[src/rtl/axis_out_pkg.sv]
// Shared types and helpers for the AXI4-Stream output stage.
package axis_out_pkg;

  typedef enum logic [1:0] {
    IDLE   = 2'd0,
    STREAM = 2'd1,
    DONE   = 2'd2
  } state_e;

  // ceil(log2(value)), minimum 0
  function automatic int clogb2(input int value);
    int v;
    int r;
    r = 0;
    v = value - 1;
    while (v > 0) begin
      r++;
      v = v >> 1;
    end
    return r;
  endfunction

endpackage

[src/rtl/axis_out_fifo.sv]
// Show-ahead FIFO holding {last, data}; push/pop arrive already qualified.
module axis_out_fifo
  import axis_out_pkg::*;
#(
  parameter int W     = 32,
  parameter int DEPTH = 16,
  parameter int AW    = clogb2(DEPTH)
) (
  input  logic          clk,
  input  logic          rst,
  input  logic          clear,
  input  logic          push,
  input  logic [W-1:0]  wr_data,
  input  logic          wr_last,
  input  logic          pop,
  output logic [W-1:0]  rd_data,
  output logic          rd_last,
  output logic [AW:0]   count,
  output logic          full,
  output logic          empty
);

  logic [W:0]    mem [DEPTH];
  logic [AW-1:0] wptr, rptr;

  always_ff @(posedge clk)
    if (push) mem[wptr] <= {wr_last, wr_data};

  always_ff @(posedge clk or posedge rst) begin
    if (rst) begin
      wptr  <= '0;
      rptr  <= '0;
      count <= '0;
    end else if (clear) begin
      wptr  <= '0;
      rptr  <= '0;
      count <= '0;
    end else begin
      if (push) wptr <= wptr + 1'b1;
      if (pop)  rptr <= rptr + 1'b1;
      case ({push, pop})
        2'b10:   count <= count + 1'b1;
        2'b01:   count <= count - 1'b1;
        default: count <= count;
      endcase
    end
  end

  assign {rd_last, rd_data} = mem[rptr];
  assign full  = (count == (AW+1)'(DEPTH));
  assign empty = (count == '0);

endmodule

[src/rtl/axis_out_master.sv]
// AXI4-Stream master output stage: buffers result words, tracks packet
// progress and reports stall/loss to the controller.
module axis_out_master
  import axis_out_pkg::*;
#(
  parameter int C_M_AXIS_TDATA_WIDTH = 32,
  parameter int FIFO_DEPTH           = 16,
  parameter int ALMOST_FULL_MARGIN   = 4,
  parameter int CNT_WIDTH            = 16
) (
  input  logic                              clk,
  input  logic                              rst,
  input  logic                              clear,
  input  logic                              in_valid,
  input  logic [C_M_AXIS_TDATA_WIDTH-1:0]   in_data,
  input  logic                              in_last,
  output logic                              almost_full,
  output logic                              overflow,
  output logic                              M_AXIS_TVALID,
  output logic [C_M_AXIS_TDATA_WIDTH-1:0]   M_AXIS_TDATA,
  output logic [C_M_AXIS_TDATA_WIDTH/8-1:0] M_AXIS_TSTRB,
  output logic                              M_AXIS_TLAST,
  input  logic                              M_AXIS_TREADY,
  output logic [CNT_WIDTH-1:0]              beat_count,
  output logic                              layer_done,
  output logic                              busy
);

  localparam int AW = clogb2(FIFO_DEPTH);

  logic                            push, pop, last_hs, last_hs_q;
  logic                            full, empty, head_last;
  logic [C_M_AXIS_TDATA_WIDTH-1:0] head_data;
  logic [AW:0]                     count, free;
  state_e                          state, state_nxt;

  // A full FIFO still accepts a write when the head leaves in the same cycle.
  assign pop     = ~empty & M_AXIS_TREADY & ~clear;
  assign push    = in_valid & ~clear & (~full | pop);
  assign last_hs = pop & head_last;

  axis_out_fifo #(
    .W     (C_M_AXIS_TDATA_WIDTH),
    .DEPTH (FIFO_DEPTH),
    .AW    (AW)
  ) u_fifo (
    .clk     (clk),
    .rst     (rst),
    .clear   (clear),
    .push    (push),
    .wr_data (in_data),
    .wr_last (in_last),
    .pop     (pop),
    .rd_data (head_data),
    .rd_last (head_last),
    .count   (count),
    .full    (full),
    .empty   (empty)
  );

  // Head is masked while empty so the port idles at zero.
  assign M_AXIS_TVALID = ~empty;
  assign M_AXIS_TDATA  = empty ? '0 : head_data;
  assign M_AXIS_TLAST  = ~empty & head_last;
  assign M_AXIS_TSTRB  = {(C_M_AXIS_TDATA_WIDTH/8){~empty}};

  assign free        = (AW+1)'(FIFO_DEPTH) - count;
  assign almost_full = (free <= (AW+1)'(ALMOST_FULL_MARGIN));

  always_ff @(posedge clk or posedge rst) begin
    if (rst)        state <= IDLE;
    else if (clear) state <= IDLE;
    else            state <= state_nxt;
  end

  always_comb begin
    state_nxt = state;
    case (state)
      // Words buffered during DONE restart streaming without a new write.
      IDLE:    if (last_hs) state_nxt = DONE;
               else if (push || !empty) state_nxt = STREAM;
      STREAM:  if (last_hs) state_nxt = DONE;
      DONE:    state_nxt = IDLE;
      default: state_nxt = IDLE;
    endcase
  end

  always_comb begin
    busy       = (state == STREAM);
    layer_done = (state == DONE);
  end

  always_ff @(posedge clk or posedge rst) begin
    if (rst) begin
      beat_count <= '0;
      last_hs_q  <= 1'b0;
      overflow   <= 1'b0;
    end else if (clear) begin
      beat_count <= '0;
      last_hs_q  <= 1'b0;
      overflow   <= 1'b0;
    end else begin
      last_hs_q <= last_hs;
      // Final count stays visible for one cycle, then the next packet starts.
      if (last_hs_q)                     beat_count <= pop ? CNT_WIDTH'(1) : '0;
      else if (pop && beat_count != '1) beat_count <= beat_count + 1'b1;
      if (in_valid && full && !pop) overflow <= 1'b1;
    end
  end

endmodule
[config.mk]
export PLATFORM = sky130hd
export DESIGN_NAME = axis_out_master
export DESIGN_NICKNAME = d
export VERILOG_FILES = /design/src/rtl/axis_out_pkg.sv /design/src/rtl/axis_out_fifo.sv /design/src/rtl/axis_out_master.sv
export SDC_FILE = /design/constraint.sdc
export NUM_CORES = 1
export LEC_CHECK = 0
export BUFFER_PORTS_ARGS = -buffer_cell sky130_fd_sc_hd__buf_2
export CELL_PAD_IN_SITES_DETAIL_PLACEMENT = 0
export CELL_PAD_IN_SITES_GLOBAL_PLACEMENT = 1
export CORE_UTILIZATION = 51
export DETAILED_ROUTE_END_ITERATION = 6
export GPL_TIMING_DRIVEN = 0
export PLACE_DENSITY = 0.76
export REMOVE_ABC_BUFFERS = 1
export SYNTH_ARGS = -nofsm -noshare
export SYNTH_HDL_FRONTEND = slang
export SYNTH_SLANG_ARGS = --single-unit
[constraint.sdc]
create_clock -name clk -period 6.97 [get_ports clk]
set_clock_uncertainty 0.05 [all_clocks]
set_input_delay 2.091 -clock clk [delete_from_list [all_inputs] [get_ports clk]]
set_output_delay 2.091 -clock clk [all_outputs]
set_load 0.02 [all_outputs]
[After elaboration in Yosys (flattened, before gate mapping)]
Memories as Yosys holds them, arrays and structs flattened.
Cells that the tools add are included.
W data, S select, Z words.
Word-level totals
  register bits after elaboration: 33
  memory bits (writable): 528
  memories kept: 1
Cells by class
  add/sub/neg operators: 6
  order comparisons: 1
  eq/ne operators: 8
  muxes and demuxes: 21
  bitwise gates (word level): 10
  reductions and logical operators: 14
Memories
  u_fifo.mem: depth 16, bits a word 33, read ports 1, clocked after Yosys merged registers in 0, wr ports 1, line axis_out_fifo.sv:23  | logic [W:0] mem [DEPTH];
Operators by type and width (number)
  $mux W16: 3
  $mux W32: 1
  $add A16 B1 Y16 const B: 1
  $mux W4: 4
  $ne A16 B16 Y1 const B: 1
  $pmux W5 S2: 1
  $add A4 B1 Y4 const B: 2
  $mux W2: 4
  $and A1 B1 Y1: 6
  $mux W1: 6
  $reduce_bool A2 Y1: 3
  $reduce_bool A3 Y1: 2
  $add A5 B1 Y5 const B: 1
  $eq A5 B5 Y1 const B: 1
  $le A5 B3 Y1 const B: 1
  $logic_not A5 Y1: 1
  $mux W5: 1
  $sub A5 B1 Y5 const B: 1
  $sub A5 B5 Y5 const A: 1
  $eq A2 B1 Y1 const B: 2
  $eq A2 B2 Y1 const B: 2
  $ne A4 B4 Y1 const B: 1
  $pmux W2 S2: 1
  $logic_and A1 B1 Y1: 3
  7 further kinds: 10

[Logic depth before layout (Yosys ltp)]
  depth after elaboration: 11
  gate-level depth with buffers: 12
  mapped depth without buffers: 11

[Cells and area by module]
A second synthesis with hierarchy kept.
Second synthesis, totals
  cells, all modules: 999
  area total of the unflattened synthesis: 22122.5 µm²
By module, submodules not included
  axis_out_fifo: times used 1, cells each 835, area an instance 20694.8 µm², seq. area each 16180.5 µm²
  axis_out_master: times used 1, cells each 164, area an instance 1427.6 µm², seq. area each 500.5 µm²

[Worst setup path before layout]
No wires, ideal clock.
  kind: input -> register
  from: in M_AXIS_TREADY
  to: mem u_fifo.mem[3][0] in the netlist's numbering (enable)
  library setup time: 0.464 ns
  arrival time: 5.027 ns
  data required time: 6.456 ns
  slack: 1.429 ns
  stages: 5
  buffers on the path: 1
  path through: nand2b_1 > buf_2 > a211oi_4 > nand2_1 > nor3_1
On the way
  longest elaborated chain between the ends: 6
Ends and longest elaborated chain
  start, declared: line axis_out_master.sv:23  | input logic M_AXIS_TREADY,
  $and A1 B1 Y1 (2 in a row): line axis_out_master.sv:38  | assign pop = ~empty & M_AXIS_TREADY & ~clear;
  $or A1 B1 Y1: line axis_out_master.sv:39  | assign push = in_valid & ~clear & (~full | pop);
  $and A1 B1 Y1: line axis_out_master.sv:39
  $mux W1: line axis_out_fifo.sv:27  | if (push) mem[wptr] <= {wr_last, wr_data};
  $mux W1 (implied by the code): line axis_out_fifo.sv:27
  end, declared: line axis_out_fifo.sv:23
No other way between the ends.

[Worst setup path in the final report]
  from: reg u_fifo.count[0]
  to: out M_AXIS_TDATA[9]
On the way
  longest elaborated chain between the ends: 2
Ends and longest elaborated chain
  start, declared: line axis_out_fifo.sv:18  | output logic [AW:0] count,
  start signal, assigned: line axis_out_fifo.sv:42  | 2'b10: count <= count + 1'b1;
  start signal, assigned: line axis_out_fifo.sv:43  | 2'b01: count <= count - 1'b1;
  start signal, assigned: line axis_out_fifo.sv:44  | default: count <= count;
  $logic_not A5 Y1: line axis_out_fifo.sv:51  | assign empty = (count == '0);
  $mux W32: line axis_out_master.sv:63  | assign M_AXIS_TDATA = empty ? '0 : head_data;
  end, declared: line axis_out_master.sv:20  | output logic [C_M_AXIS_TDATA_WIDTH-1:0] M_AXIS_TDATA,
No other way between the ends.

==> flow_summary.ini <==
[run_status]
status = complete, no violations

[yosys]
syn_area_um2 = 22100
synth_edf_count = 528
synthDistinctLibCells = 53
synthTopCellsByArea = edfxtp_1 72%, mux4_2 13%, dfrtp_1 3.7%
netlist.area_leader.share_pct = 71.7
synth_ff_type = edfxtp_1
ys_ff_latch = 561
synth_sequential_area_ratio_pct = 75.4
syn_inst = 1035
avgSynthCellArea_um2 = 21.4
yosysTopAreaCell = edfxtp_1
yosysWarnings = 0
async_reset_ff_share_pct = 5.88

[critical_path]
worstSetupStartpointType = flop
crit_required_ns = 4.83
r2r_cells = 8
cp.arrival_ns = 3.24
path_class = reg2out
crit_fanout = 18
end_kind = primary output

[cells_and_area]
drive_gt1_share_pct = 29.9
area_delta_synth_final_pct = 14.0
mostFrequentLayoutCells = 528 x edfxtp_1, 132 x mux4_2, 95 x buf_2
layout_commonest_cell = edfxtp_1
nNetsFinal = 1202

[floorplanning]
dieArea_um2 = 44200
fp-row-count = 75
start_util_pct = 52.2
core_um2 = 42300
fp.dieW_um = 210
die_y_um = 210
num_io_pins = 96

[cts]
cts_tree = yes
htree_levels = 2
cts.clk_slew.worst_paths_ns = 0.06
cts_setup_buffers = 0
clock_sinks = 561
cts-root-buf = clkbuf_16
clk_latency_ns = 0.59
holdBufCountCts = 0
cts_buffers = 55
cts_resized = 0
clk_path_buf_depth = 3

[power]
pwr-share-comb_pct = 12.8
ir_worst_vdd_mv = 0.250
p_int_mw = 5.78
p_leak_nw = 8.02
p_sw_mw = 1.75
switching_share_pct = 23.3
p_seq_share_pct = 50.0
finalPower_mw = 7.53
p_clk_share_pct = 37.2
p_per_area_nw_per_um2 = 299

[hold_path]
hold_depth = 2
hold_path.class = reg2reg

[timing]
layout_min_cycle_time_ns = 5.38
drv_slew = 0
worst_pin_slew_ns = 0.970
finalHoldViolCount = 0
timing.hold.ws_ns = 0.455
clock.fmax_mhz = 186
slew_headroom_pct = 35.4
rsz0062_at_grt = false
setup_viol = 0
fin_ws_ns = 1.59
fin_crit_sh_pct = 77.2
tns_ns = 0

[global_route]
grt_first_pass_wirelength_um = 66700
grt_usage_pct = 20.9
grt_pass1_vias = 10500
gr-total-overflow = 0
grt_max_degree = 65
antenna_found_initial = 3

[drt]
route.detailed.drc = 0
viasPerCell = 5.84
wl_per_cell_um = 25.2
num_vias = 10300
ant_nets = 0
drt_first_pass_iters = 5
drt_iter0_drc = 683
wl_um = 44600

[place]
port_buffers = 95
globalplace.congestion = 0.772
pre_cts_ws_ns = 2.16
dp_hpwl_um = 25400

[run]
max_cap_viol_count = 0
kinds of logic (layout without fill, tap and decap cells):
group | after synthesis | in the layout | share of synthesized area [%]
buffers and inverters | 75 | 231 | 1.90
muxes | 202 | 202 | 16.6
adders and majority gates | 12 | 12 | 0.713
AOI/OAI and AO/OA | 64 | 64 | 1.98
DFF | 561 | 561 | 75.4
and+or+nand+nor | 105 | 105 | 2.71
xor gates and xnor gates | 16 | 16 | 0.634
other | 0 | 1 | 0
layer usage:
metal | GRT usage, % | vias to the layer above | wire length (µm)
met4 | 6.22 | 4 | 826
met1 | 29.0 | 5476 | 18900
met2 | 34.6 | 272 | 22600
met5 | 0 | - | 20
met3 | 3.08 | 62 | 2240
li1 | - | 4523 | -
critical path, stage by stage, from the launching register on:
cell and delay [ns]:
dfrtp_1 0.43, nor4_1 0.57, ha_1 0.41, inv_2 0.13
nand2_2 0.45, buf_12 0.26, o22ai_1 0.18, buf_2 0.20
stage by stage:
step           cell area (µm²)  std cells  util (%)
2_1_floorplan            21700        973         -
3_3_place_gp             22900       1645      54.2
3_5_place_dp             23500       1672      55.6
4_1_cts                  25200       1768      59.6
5_1_grt                  25200       1768      59.6
6_report                 25200       1769      59.6
area by class of cell:
cell class | instances | area (µm²)
Multi-Input combinational cell | 399 | 5040
Tap cell | 577 | 722
Sequential cell | 561 | 16700
Clock inverter | 21 | 225
Clock buffer | 75 | 1450
Inverter | 13 | 48.8
Antenna cell | 1 | 2.50
Fill cell | 2962 | 17100
Timing Repair Buffer | 122 | 1030
power by group through the flow:
stage / Combinational, mW / Sequential, mW / Clock [mW]
2_1_floorplan: 0.625 / 3.91 / 0
3_3_place_gp: 0.923 / 3.94 / 0
3_5_place_dp: 0.979 / 3.83 / 0
4_1_cts: 0.983 / 3.76 / 2.86
5_1_grt: 1.04 / 3.76 / 2.98
6_report: 0.963 / 3.76 / 2.80
sequential cells by signal, summed over array words and instances (netlist names):
| name | cells |
|---|---|
| u_fifo.rptr | 4 |
| overflow | 1 |
| u_fifo.count | 5 |
| u_fifo.wptr | 4 |
| last_hs_q | 1 |
| state | 2 |
| beat_count | 16 |
| u_fifo.mem | 528 |
worst paths after layout:
kind,startpoint,endpoint,slack (ns)
worst max-delay path,u_fifo.count[0],M_AXIS_TDATA[9],1.59
worst max register to register,u_fifo.count[0],u_fifo.mem[3][29],3.40
min in group asynchronous,rst,beat_count[10],1.58
max in group asynchronous,rst,u_fifo.rptr[0],4.73
worst min-delay path,overflow,overflow,0.45
worst min register to register,overflow,overflow,0.45
Yosys cell counts (2+ instances only):
master and n:
buf_2 28, ha_1 11, o211ai_1 3, o21ai_2 2, a21oi_1 8, mux4_2 132, dfrtp_1 33, o22ai_1 32
nand2_1 16, and3_1 15, a211oi_1 3, or3_1 2, nor4_1 2, o21ai_0 2, xnor2_1 4, buf_6 10
nor2b_1 8, or4_1 2, nand4_1 2, clkbuf_1 16, nand2b_1 2, and4_1 4, buf_4 7, o2111ai_1 3
xor2_1 12, inv_1 12, or2_1 3, nand4_2 2, nor3_1 8, mux2i_1 69, o21ai_1 2, edfxtp_1 528
a21o_1 2, nand3_1 5, nor2_1 27
(Power assumes the default switching activity.)
